$ cat config.mk
export PLATFORM = sky130hd
export DESIGN_NAME = ce_window_seq_flat
export DESIGN_NICKNAME = d
export VERILOG_FILES = /design/src/rtl/ce_pkg.sv /design/src/rtl/ce_window_seq_if.sv /design/src/rtl/ce_window_seq_addr.sv /design/src/rtl/ce_window_seq.sv /design/src/flat_wrapper.sv
export SDC_FILE = /design/constraint.sdc
export NUM_CORES = 1
export LEC_CHECK = 0
export ABC_CLOCK_PERIOD_IN_PS = 2950
export BUFFER_PORTS_ARGS = -buffer_cell sky130_fd_sc_hd__buf_2
export CAP_MARGIN = 40
export CORE_MARGIN = 2
export CORE_UTILIZATION = 49
export DETAILED_ROUTE_END_ITERATION = 6
export HOLD_SLACK_MARGIN = 0.05
export PLACE_DENSITY_LB_ADDON = 0.1
export SLEW_MARGIN = 10
export SYNTH_ARGS = -nofsm -noshare
export SYNTH_HDL_FRONTEND = slang
export SYNTH_SLANG_ARGS = --single-unit
export TNS_END_PERCENT = 10
$ cat constraint.sdc
create_clock -name clk -period 2.95 [get_ports clk]
set_input_delay 0.59 -clock clk [delete_from_list [all_inputs] [get_ports clk]]
set_output_delay 0.59 -clock clk [all_outputs]
set_load 0.05 [all_outputs]
$ cat src/rtl/ce_pkg.sv
// Shared CE definitions: FFT size limits, address width, sequencer states and
// the FFT-size legality check used across the CE blocks.
package ce_pkg;
   localparam int FFTPTS_MAX = 2048;
   localparam int FFTPTS_MIN = 8;
   localparam int AW         = $clog2(FFTPTS_MAX);
   localparam int NW         = 12;

   typedef enum logic [2:0] {
      ST_IDLE,
      ST_WAIT,
      ST_RUN,
      ST_FLUSH,
      ST_SKIP
   } seq_state_t;

   function automatic logic fftpts_legal(input logic [NW-1:0] n);
      return (n >= NW'(FFTPTS_MIN)) && (n <= NW'(FFTPTS_MAX)) &&
             ((n & (n - 1'b1)) == '0);
   endfunction
endpackage

$ cat src/rtl/ce_window_seq_if.sv
// Frame read bus: RAM read strobe/addresses plus the aligned output stream flags.
interface ce_window_seq_if;
   import ce_pkg::*;

   logic          rd_en;
   logic [AW-1:0] rd_addr_fwd;
   logic [AW-1:0] rd_addr_rev;
   logic          out_ready;
   logic          out_valid;
   logic          out_sop;
   logic          out_eop;
   logic          out_rev_zero;
   logic [NW-1:0] fftpts_out;

   modport master (
      output rd_en, rd_addr_fwd, rd_addr_rev,
      output out_valid, out_sop, out_eop, out_rev_zero, fftpts_out,
      input  out_ready
   );

   modport slave (
      input  rd_en, rd_addr_fwd, rd_addr_rev,
      input  out_valid, out_sop, out_eop, out_rev_zero, fftpts_out,
      output out_ready
   );
endinterface

$ cat src/rtl/ce_window_seq_addr.sv
// Beat counter with forward address cnt and reversed address (N - cnt) mod N,
// plus first/last beat flags.
module ce_window_seq_addr
   import ce_pkg::*;
(
   input  logic          clk,
   input  logic          rst_sync,
   input  logic          clr,
   input  logic          adv,
   input  logic [NW-1:0] n,
   output logic [AW-1:0] addr_fwd,
   output logic [AW-1:0] addr_rev,
   output logic          first,
   output logic          last
);
   logic [AW-1:0] cnt;
   logic [AW-1:0] n_lo;

   always_ff @(posedge clk) begin
      if (rst_sync || clr) cnt <= '0;
      else if (adv)        cnt <= cnt + 1'b1;
   end

   // N=2048 truncates to 0 here; the modulo-2^AW arithmetic still yields 2048-cnt.
   assign n_lo     = n[AW-1:0];
   assign addr_fwd = cnt;
   assign addr_rev = (n_lo - cnt) & (n_lo - 1'b1);
   assign first    = (cnt == '0);
   assign last     = (NW'(cnt) == (n - 1'b1));
endmodule

$ cat src/rtl/ce_window_seq.sv
// CE window frame read sequencer: waits for a full frame, streams paired
// forward/reverse reads under backpressure, then releases the buffer.
module ce_window_seq
   import ce_pkg::*;
(
   input  logic               clk,
   input  logic               rst_sync,
   input  logic               enable,
   input  logic [NW-1:0]      fftpts_cfg,
   input  logic               frm_avail,
   output logic               frm_release,
   output logic               cfg_err,
   output logic [15:0]        frm_cnt,
   ce_window_seq_if.master    bus
);
   seq_state_t    state, nxt;
   logic          rd_en, start, rel;
   logic          first, last;
   logic [AW-1:0] addr_fwd, addr_rev;
   logic [NW-1:0] n_q;
   logic          vld_q, sop_q, eop_q, rz_q;

   ce_window_seq_addr u_addr (
      .clk      (clk),
      .rst_sync (rst_sync),
      .clr      (start),
      .adv      (rd_en),
      .n        (n_q),
      .addr_fwd (addr_fwd),
      .addr_rev (addr_rev),
      .first    (first),
      .last     (last)
   );

   always_ff @(posedge clk) begin
      if (rst_sync) state <= ST_IDLE;
      else          state <= nxt;
   end

   // Disable wins over a pending frame in WAIT; RUN/FLUSH never look at enable.
   always_comb begin
      nxt   = state;
      rd_en = 1'b0;
      start = 1'b0;
      rel   = 1'b0;
      case (state)
         ST_IDLE:  if (enable) nxt = ST_WAIT;
         ST_WAIT: begin
            if (!enable) nxt = ST_IDLE;
            else if (frm_avail) begin
               start = 1'b1;
               nxt   = fftpts_legal(fftpts_cfg) ? ST_RUN : ST_SKIP;
            end
         end
         ST_RUN: begin
            rd_en = bus.out_ready;
            if (rd_en && last) nxt = ST_FLUSH;
         end
         ST_FLUSH: begin
            rel = 1'b1;
            nxt = ST_WAIT;
         end
         ST_SKIP: begin
            rel = 1'b1;
            nxt = ST_WAIT;
         end
         default: nxt = ST_IDLE;
      endcase
   end

   always_ff @(posedge clk) begin
      if (rst_sync) begin
         n_q     <= '0;
         vld_q   <= 1'b0;
         sop_q   <= 1'b0;
         eop_q   <= 1'b0;
         rz_q    <= 1'b0;
         cfg_err <= 1'b0;
         frm_cnt <= '0;
      end else begin
         if (start) n_q <= fftpts_cfg;
         // Flags ride one cycle behind the read to line up with RAM data.
         vld_q <= rd_en;
         sop_q <= rd_en & first;
         eop_q <= rd_en & last;
         rz_q  <= rd_en & first;
         if (state == ST_SKIP)  cfg_err <= 1'b1;
         if (state == ST_FLUSH) frm_cnt <= frm_cnt + 16'd1;
      end
   end

   assign frm_release      = rel;
   assign bus.rd_en        = rd_en;
   assign bus.rd_addr_fwd  = addr_fwd;
   assign bus.rd_addr_rev  = addr_rev;
   assign bus.out_valid    = vld_q;
   assign bus.out_sop      = sop_q;
   assign bus.out_eop      = eop_q;
   assign bus.out_rev_zero = rz_q;
   assign bus.fftpts_out   = n_q;
endmodule

$ cat src/flat_wrapper.sv
// flat-port wrapper written by rule: the top's interface ports become plain ports
module ce_window_seq_flat import ce_pkg::*;
  (clk, rst_sync, enable, fftpts_cfg, frm_avail, frm_release, cfg_err, frm_cnt, bus_rd_en, bus_rd_addr_fwd, bus_rd_addr_rev, bus_out_valid, bus_out_sop, bus_out_eop, bus_out_rev_zero, bus_fftpts_out, bus_out_ready);
  ce_window_seq_if bus_i ();
  input  logic clk;
  input  logic rst_sync;
  input  logic enable;
  input  logic [NW-1:0] fftpts_cfg;
  input  logic frm_avail;
  output logic frm_release;
  output logic cfg_err;
  output logic [15:0] frm_cnt;
  output wire logic [$bits(bus_i.rd_en)-1:0] bus_rd_en;
  output wire logic [$bits(bus_i.rd_addr_fwd)-1:0] bus_rd_addr_fwd;
  output wire logic [$bits(bus_i.rd_addr_rev)-1:0] bus_rd_addr_rev;
  output wire logic [$bits(bus_i.out_valid)-1:0] bus_out_valid;
  output wire logic [$bits(bus_i.out_sop)-1:0] bus_out_sop;
  output wire logic [$bits(bus_i.out_eop)-1:0] bus_out_eop;
  output wire logic [$bits(bus_i.out_rev_zero)-1:0] bus_out_rev_zero;
  output wire logic [$bits(bus_i.fftpts_out)-1:0] bus_fftpts_out;
  input wire logic [$bits(bus_i.out_ready)-1:0] bus_out_ready;
  assign bus_rd_en = bus_i.rd_en;
  assign bus_rd_addr_fwd = bus_i.rd_addr_fwd;
  assign bus_rd_addr_rev = bus_i.rd_addr_rev;
  assign bus_out_valid = bus_i.out_valid;
  assign bus_out_sop = bus_i.out_sop;
  assign bus_out_eop = bus_i.out_eop;
  assign bus_out_rev_zero = bus_i.out_rev_zero;
  assign bus_fftpts_out = bus_i.fftpts_out;
  assign bus_i.out_ready = bus_out_ready;
  ce_window_seq u_core (.clk(clk), .rst_sync(rst_sync), .enable(enable), .fftpts_cfg(fftpts_cfg), .frm_avail(frm_avail), .frm_release(frm_release), .cfg_err(cfg_err), .frm_cnt(frm_cnt), .bus(bus_i));
endmodule
* After elaboration in Yosys (flattened, before gate mapping)
Index checks and enable logic that the tools add are counted.
** Word-level totals
- Output and inout bits :: 57
- Input port bits :: 17
- Register bits :: 46
** Operators by class
- Reductions and logical operators :: 9
- Equal/unequal tests :: 8
- Bitwise operators :: 4
- Add/sub/neg operators :: 6
- Multiplexer cells :: 11
- Magnitude comparators :: 2
** Operator list (count)
- $sub 12x1->12 const B :: 2
- $add 16x1->16 const B :: 1
- $mux 3 :: 5
- $and 12x12->12 :: 1
- $eq 11x12->1 :: 1
- $ge 12x4->1 const B :: 1
- $le 12x12->1 const B :: 1
- $logic_not 12->1 :: 1
- $pmux 3 s4 :: 1
- $add 11x1->11 const B :: 1
- $and 11x11->11 :: 1
- $logic_not 11->1 :: 1
- $sub 11x1->11 const B :: 1
- $sub 11x11->11 :: 1
- $eq 3x2->1 const B :: 2
- $mux 1 :: 5
- $eq 3x1->1 const B :: 1
- $eq 3x3->1 const B :: 1
- $logic_and 1x1->1 :: 3
- $logic_not 3->1 :: 1
- $ne 3x3->1 const B :: 1
- $reduce_and 3->1 :: 1
- $and 1x1->1 :: 2
- $ne 2x1->1 const B :: 1
- 3 further kinds :: 3

* Logic depth before layout (Yosys ltp)
Gate-level depths: netlist of the first run.
- Depth after elaboration :: 8
- Depth in mapped cells :: 9
- Gate-level depth less buffers :: 9

* Cells and area by module
From an unflattened synthesis of the first run, not the netlist that was laid out.
** Unflattened totals
- Cells, all modules :: 350
- Area total of the unflattened synthesis :: 2954.1 sq um
** Modules (own cells, without submodules)
- ce_window_seq :: cells an instance 176, instances 1, area an instance 1601.5 sq um
- ce_window_seq_addr :: cells an instance 174, instances 1, area an instance 1352.5 sq um

* Worst setup path before layout of the first run
Ideal clock, no wire load.
- Path type :: register -> output
- From :: reg u_core.n_q[0] (netlist: u_core.bus.fftpts_out[0])
- To :: out bus_rd_addr_rev[10]
- Slack :: -1.307 ns
- Arrival time :: 3.667 ns
- Stages on the path, launching flop included :: 10
- Path through :: dfxtp_1 -> inv_1 -> ha_1 -> fa_1 -> nor2b_1 -> o2111ai_1 -> a31oi_1 -> mux2i_1 -> nor2_1 -> o21ai_0
** On the way
- Word-level cells in the longest chain between the ends :: 2
** RTL lines
- start, declared :: RTL line ce_window_seq.sv:20 : logic [NW-1:0] n_q;
- start signal, assigned :: RTL line ce_window_seq.sv:81 : if (start) n_q <= fftpts_cfg;
- $sub 11x11->11 or $sub 11x1->11 (tied branches) :: RTL line ce_window_seq_addr.sv:27 : assign addr_rev = (n_lo - cnt) & (n_lo - 1'b1);
- $and 11x11->11 * :: RTL line ce_window_seq_addr.sv:27
- end, declared :: RTL line flat_wrapper.sv:15 : output wire logic [$bits(bus_i.rd_addr_rev)-1:0] bus_rd_addr_rev;
Every way passes the cells marked *; elsewhere a longest branch is shown, timed or not.

* Worst setup path in the final report of the first run
Ends and elaborated chain as after synthesis.

==> results of run 1 <==
==> sequential cells by signal, indices dropped and copies added (netlist names) <==
name / count
u_core.bus.out_eop: 1
u_core.bus.out_valid: 1
u_core.frm_cnt: 16
u_core.bus.out_sop: 1
u_core.cfg_err: 1
u_core.bus.fftpts_out: 12
u_core.state: 3
u_core.u_addr.addr_fwd: 11
==> per-layer routing <==
metal  up-vias  global-route usage (%)  share of wire [%]
li1       1539                       -                  -
met1      1446                   28.62                 42
met2        80                   41.70                 49
met3        16                   4.154                5.5
met4         0                   8.504                3.0
met5         -                       0                  0
==> synthesized netlist by cell type (2+ instances only) <==
| library cell | instances | area, um^2 |
|---|---|---|
| nor3_1 | 11 | 55.05 |
| and3_1 | 5 | 31.28 |
| a21oi_1 | 15 | 75.07 |
| or3_1 | 6 | 37.54 |
| o21bai_1 | 3 | 22.52 |
| clkbuf_1 | 10 | 37.54 |
| nor4_1 | 5 | 31.28 |
| nand4_1 | 8 | 50.05 |
| o31ai_1 | 3 | 22.52 |
| nand3_1 | 8 | 40.04 |
| buf_6 | 2 | 22.52 |
| xor2_1 | 12 | 105.1 |
| nor2_1 | 66 | 247.7 |
| inv_1 | 12 | 45.04 |
| nor2b_1 | 8 | 50.05 |
| xnor2_1 | 30 | 262.8 |
| a2111oi_0 | 2 | 17.52 |
| and2_1 | 3 | 18.77 |
| clkinv_1 | 2 | 7.510 |
| nand2_1 | 27 | 101.4 |
| dfxtp_1 | 46 | 920.9 |
| or4_1 | 2 | 15.01 |
| or2_2 | 3 | 18.77 |
| nand2b_1 | 3 | 18.77 |
| nor3b_1 | 2 | 15.01 |
| a31oi_1 | 4 | 25.02 |
| ha_1 | 14 | 175.2 |
| nand3b_1 | 4 | 30.03 |
| o21ai_0 | 18 | 90.09 |
| mux2i_1 | 15 | 150.1 |
| nor4b_2 | 2 | 30.03 |
| o2111ai_1 | 4 | 35.03 |
| a41oi_1 | 2 | 17.52 |
| buf_4 | 4 | 30.03 |
| and4_1 | 2 | 17.52 |
==> worst register-to-register path: stages (launching register included) <==
cell and delay [ps]:
dfxtp_4 360, inv_4 40, buf_4 120, buf_4 120, ha_1 220, nor3b_4 160
buf_4 170, nand2_1 150, nor2_1 50, a2111oi_0 580, nand4_1 280, nor4b_2 290
==> what timing repair did <==
item	4_1_cts	5_1_grt
gates resized for setup	9	5
endpoints found under the hold margin	0	0
buffers inserted	1	0
endpoints found under the setup margin	3	5
pin swaps	5	0
==> logic make-up (layout without fill, tap and decap cells) <==
family	Yosys count	after routing
compound gates	61	61
fa+ha+maj	16	16
buf+inv	32	127
xor+xnor	42	42
simple gates	173	173
flops	46	46
mux	16	16
==> metrics by stage <==
step                      setup WS [ps]  utilization [%]  cells  cell area (um^2)  power, mW
after floorplan                  -113.3                -    386              3183     0.8508
after global placement           -78.63            59.84    549              3756     0.9193
after detailed placement         -133.0            59.84    549              3756     0.9227
after CTS                        -150.0            62.15    558              3901      1.402
after global routing             -240.0            62.33    558              3913      1.451
final                            -124.9            62.33    558              3913      1.392
==> cells in the final DEF, fill, tap and decap left out, drive strengths merged, types with 3 or more instances in the layout <==
master,n
a21oi,15
a31oi,4
and2,3
and3,5
buf,103
clkbuf,8
dfxtp,46
ha,14
inv,13
mux2i,15
nand2,27
nand2b,3
nand3,9
nand3b,4
nand4,8
nor2,67
nor2b,8
nor3,11
nor3b,3
nor4,6
nor4b,3
o2111ai,4
o21ai,18
o21bai,3
o31ai,4
or2,3
or3,7
or4,3
xnor2,30
xor2,12
==> power by group through the flow <==
| stage | clock network [mW] | registers, mW | logic [mW] |
|---|---|---|---|
| after global routing | 0.511 | 0.631 | 0.309 |
| after CTS | 0.486 | 0.630 | 0.286 |
| after global placement | 0 | 0.645 | 0.275 |
| final | 0.473 | 0.630 | 0.289 |
| after detailed placement | 0 | 0.645 | 0.278 |
| after floorplan | 0 | 0.658 | 0.192 |
==> final cells by class <==
class | count | area [um^2] | share of cell area, %
Multi-Input combinational cell | 308 | 2096 | 53.57
Sequential cell | 46 | 930.9 | 23.79
Timing Repair Buffer | 105 | 625.6 | 15.99
Tap cell | 77 | 96.34 | 2.462
Clock buffer | 6 | 72.57 | 1.855
Inverter | 14 | 55.05 | 1.407
Clock inverter | 2 | 36.28 | 0.9274
==> how the worst max path moves through the flow <==
stage / start / end / cells past startpoint
CTS: u_core.bus.fftpts_out[0] / bus_rd_addr_rev[10] / 10
global placement: u_core.bus.fftpts_out[0] / bus_rd_addr_rev[10] / 10
global route: u_core.bus.fftpts_out[0] / bus_rd_addr_rev[10] / 10
finish: u_core.bus.fftpts_out[0] / bus_rd_addr_rev[10] / 10
detailed placement: u_core.bus.fftpts_out[0] / bus_rd_addr_rev[10] / 10
floorplan: u_core.bus.fftpts_out[0] / bus_rd_addr_rev[10] / 9
==> reports/metrics.csv, run 1 <==
stage,metric,value,unit
synthesis,synth_area,0.003138,mm^2
layout,n_antenna_cell,0,
power_and_ir_drop,power_frac_comb,20.8,%
grt,grt_usage,23.65,%
synthesis,ys_ff_latch,46,
layout,fill_cells,614,
layout,fin_nets,512,
synthesis,ys_warn_count,0,
sta,slew_viol_final,0,
synthesis,synthAdderAreaFrac,6.539,%
sta,fin_ws,-124.9,ps
worst_setup_path,timing.rr.end,u_core.bus.out_eop,
layout,syn2layout_area_growth,24.68,%
outcome,status,finished with violations,
min_path,hp-start,u_core.cfg_err,
sta,rsz0062_at_grt,yes,
min_path,holdPathStages,2,
power_and_ir_drop,p_per_area,355.8,mW/mm^2
sta,setup_viol,2,
floorplan,start_util,49.99,%
power_and_ir_drop,switchingPower,401.7,uW
worst_setup_path,reg2reg_depth,11,
worst_setup_path,crit_path_cell_trace,"inv_4, ha_4, fa_2, nor2b_4, o2111ai_2, a31oi_2, mux2i_1, or4_4, o21ai_4, buf_6",
drt,via_count,3081,
drt,vias_per_cell,5.522,
clock_network,clkTransAtPathRegs,90,ps
worst_setup_path,crit_buf_inv,2,
drt,ant_nets,0,
clock_network,clock_path_buffers,2,
worst_setup_path,reg2reg_from,u_core.bus.fftpts_out[0],
drt,firstDrtPassIters,4,
outcome,violations,negative setup slack,
synthesis,synth_compound_area_share,12.76,%
sta,tightest_slew,638.9,ps
synthesis,synth.area.mux_share,5.144,%
floorplan,chipWidth,84.03,um
power_and_ir_drop,vdd_drop_max,215.9,uV
synthesis,synth_cell_type_count,58,
grt,grt_max_degree,34,
worst_setup_path,cp_max_fo,3,
sta,fmax,0.3252,GHz
sta,post-route-min-period,3075,ps
floorplan,row_count,29,
synthesis,seq_area_frac_synth,29.35,%
synthesis,synth_edf_count,0,
worst_setup_path,reg2reg_slack,320,ps
synthesis,synth_xor_area_share,11.72,%
synthesis,synth_top_family_by_area,simple AND/OR/NAND/NOR gates,
floorplan,num_io_pins,74,
clock_network,cts_root_buf,clkbuf_8,
floorplan,die-area,0.007060,mm^2
worst_setup_path,startpoint_type,flop,
sta,hold_viol,0,
sta,finalClockSkew,4.930,ps
clock_network,clk_latency,300,ps
clock_network,clock-sinks,46,
clock_network,htreeDepth,2,
min_path,min_delay_worst_endpoint,u_core.cfg_err,
power_and_ir_drop,pwr-share-seq,45.3,%
worst_setup_path,crit_required,2360,ps
drt,finalWirelength,8245,um
synthesis,yosys.area_share.simple,28.75,%
power_and_ir_drop,p_int,990.5,uW
sta,slew_headroom,56.31,%
grt,antenna_found_initial,0,
grt,grt_pass1_vias,2864,
place,portBuffers,73,
synthesis,syn_nets,418,
min_path,hp-class,flop to flop,
drt,wl_per_cell,14.78,um
worst_setup_path,critPathTopFamily,simple AND/OR/NAND/NOR gates,
clock_network,tritoncts,done,
synthesis,ys.flop_type,dfxtp_1,
power_and_ir_drop,leakage,1.706,nW
clock_network,cts_buffers,5,
sta,fin_crit_sh,104.2,%
drt,drc,0,
synthesis,syn-instance-count,386,
synthesis,synth.avg_cell_area,8.130,um^2
grt,grt.overflow.total,0,
worst_setup_path,endpoint_kind,output port,
flow_run,cap_violations,0,
drt,drt_iter0_drc,205,
grt,grt_pass1_wl,13410,um
worst_setup_path,cpPeakStageDelay,440,ps
clock_network,holdBufCountCts,0,
place,dp_hpwl,6570,um
worst_setup_path,arrival,2480,ps
sta,setup-tns-final,-134.6,ps
layout,drive_gt1_share,29.94,%
place,place.gp.congestion,0.9262,
sta,whs,479.8,ps
floorplan,die_h,84.03,um
worst_setup_path,slowest_stage,or4_4,
power_and_ir_drop,clockPowerShare,34.0,%
synthesis,synthArstFlopShare,0,%
worst_setup_path,criticalPathCategory,flop to output port,
power_and_ir_drop,power.switching_fraction,28.86,%
floorplan,coreArea,0.006277,mm^2
No activity file was read; power rests on OpenSTA's default activity.
==> inputs of run 2 (changes only) <==
--- a/config.mk
+++ b/config.mk
@@ -12,7 +12,7 @@
 export CORE_UTILIZATION = 49
 export DETAILED_ROUTE_END_ITERATION = 6
 export HOLD_SLACK_MARGIN = 0.05
-export PLACE_DENSITY_LB_ADDON = 0.1
+export PLACE_DENSITY = 0.77
 export SLEW_MARGIN = 10
 export SYNTH_ARGS = -nofsm -noshare
 export SYNTH_HDL_FRONTEND = slang
==> run 2 against run 1 <==
The run still ends with negative setup slack left. Worst setup slack lost 13 ps. Via count grew 2.2%. Sequential power is essentially flat. Non-clock buffer count is the same. Final area shrank 0.58%. Clock power shrank 15%. Utilization shrank 0.36 points. First-iteration DRC count grew 17%. Final cell count is the same. Clock-buffer cell count grew 1. Global-route usage grew 0.82 points. Critical path type unchanged.
==> reports/metrics.csv, run 2 (synthesis results as in run 1) <==
stage,metric,value,unit
sta,setup_viol,1,
grt,grt.overflow.total,0,
sta,tightest_slew,600.4,ps
clock_network,clk_latency,300,ps
clock_network,holdBufCountCts,0,
place,portBuffers,73,
place,dp_slack,-61.74,ps
floorplan,num_io_pins,74,
clock_network,cts_root_buf,clkbuf_8,
sta,post-route-min-period,3088,ps
layout,syn2layout_area_growth,23.96,%
min_path,hp-class,flop to flop,
clock_network,clock-sinks,46,
floorplan,row_count,29,
clock_network,tritoncts,done,
outcome,status,finished with violations,
grt,grt_pass1_wl,14120,um
layout,largest_register_ffs,16,
clock_network,cts_buffers,5,
layout,final_cell_mix,"70 x buf_2, 65 x nor2_1, 40 x dfxtp_1, 33 x buf_4, 30 x xnor2_1",
flow_run,cap_violations,0,
layout,largest-register,u_core.frm_cnt,
grt,grt_usage,24.47,%
layout,n_antenna_cell,0,
grt,antenna_found_initial,0,
sta,rsz0062_at_grt,yes,
layout,instances_no_fill,558,
drt,finalWirelength,8492,um
worst_setup_path,startpoint_type,flop,
layout,fin_nets,512,
layout,final_common_cell,buf_2,
sta,fmax,0.3239,GHz
floorplan,start_util,49.99,%
sta,hold_viol,0,
place,dp_cells,550,
grt,grt_pass1_vias,2975,
worst_setup_path,cp_max_fo,2,
worst_setup_path,crit_path_cell_trace,"inv_4, ha_4, fa_2, nor2b_4, o2111ai_2, a31oi_2, mux2i_1, or4_4, o21ai_4, buf_6",
clock_network,htreeDepth,2,
worst_setup_path,slowest_stage,or4_4,
place,dp_hpwl,6590,um
drt,firstDrtPassIters,4,
floorplan,chipWidth,84.03,um
worst_setup_path,criticalPathCategory,flop to output port,
layout,fill_cells,538,
sta,setup-tns-final,-137.7,ps
drt,wl_per_cell,15.22,um
drt,drt_iter0_drc,239,
layout,drive_gt1_share,29.94,%
grt,grt_max_degree,34,
floorplan,die_h,84.03,um
worst_setup_path,crit_required,2360,ps
place,place_area,0.003764,mm^2
worst_setup_path,endpoint_kind,output port,
sta,fin_ws,-137.7,ps
clock_network,clkTransAtPathRegs,90,ps
outcome,violations,negative setup slack,
sta,slew_viol_final,0,
worst_setup_path,arrival,2500,ps
sta,slew_headroom,59.98,%
floorplan,die-area,0.007060,mm^2
drt,drc,0,
drt,vias_per_cell,5.645,
layout,postLayoutCellArea,0.003890,mm^2
worst_setup_path,cpPeakStageDelay,440,ps
drt,ant_nets,0,
floorplan,coreArea,0.006277,mm^2
sta,finalClockSkew,8.508,ps
place,place.gp.congestion,0.9927,
power_and_ir_drop,vdd_drop_max,213.1,uV
clock_network,clock_path_buffers,2,
sta,fin_crit_sh,104.7,%
layout,fin_util,61.97,%
power_and_ir_drop,p_per_area,340.2,mW/mm^2
power_and_ir_drop,leakage,1.699,nW
drt,via_count,3150,
run 2: cell count changes in the layout (fill, tap and decap cells not counted):
cell / change
clkbuf_4: -2
clkbuf_8: +1
clkinv_2: +1
buf_2: +2
bufinv_16: -1
inv_4: -1
run 2: worst paths after layout:
kind         slack (ps)  cells past startpoint             endpoint                      from
min reg2reg         490                      2       u_core.cfg_err            u_core.cfg_err
max reg2reg         490                     10   u_core.bus.out_eop  u_core.bus.fftpts_out[0]
min                 490                      2       u_core.cfg_err            u_core.cfg_err
max                -140                     10  bus_rd_addr_rev[10]  u_core.bus.fftpts_out[0]
run 2: power breakdown:
| group | internal, mW | switching, mW |
|---|---|---|
| combinational | 0.111 | 0.181 |
| sequential | 0.625 | 0.00559 |
| clock | 0.189 | 0.211 |
| total | 0.925 | 0.398 |
run 2: cell type report:
| cell class | count | area [um^2] | area share, % |
|---|---|---|---|
| Clock buffer | 7 | 86.33 | 2.219 |
| Clock inverter | 1 | 5.005 | 0.1287 |
| Tap cell | 77 | 96.34 | 2.477 |
| Multi-Input combinational cell | 308 | 2096 | 53.88 |
| Timing Repair Buffer | 105 | 620.6 | 15.95 |
| Inverter | 14 | 55.05 | 1.415 |
| Sequential cell | 46 | 930.9 | 23.93 |
run 2: metrics by stage:
stage	hold slack, ps	power [mW]
2_1_floorplan	553.1	0.8508
3_3_place_gp	450.0	0.9199
3_5_place_dp	478.9	0.9249
4_1_cts	501.5	1.329
5_1_grt	534.6	1.388
6_report	486.1	1.323
run 2: timing repair:
action / in CTS / in global routing
pin swaps: 5 / 0
resized for setup: 8 / 4
setup buffers: 0 / 0
endpoints found under the setup margin: 2 / 5
run 2: routing by layer:
metal | vias to the layer above | track usage (%) | wire (um)
li1 | 1537 | - | -
met5 | - | 0 | 0
met1 | 1463 | 30.38 | 3385
met3 | 24 | 5.638 | 655
met2 | 126 | 40.26 | 4170
met4 | 0 | 10.85 | 280
run 2: worst max-delay path, delay by kind of cell (launching register included):
kind            cells  cell delay, ps
buf+inv             2             210
compound gates      3             410
mux                 1             120
simple gates        2             580
flops               1             360
fa+ha+maj           2             520
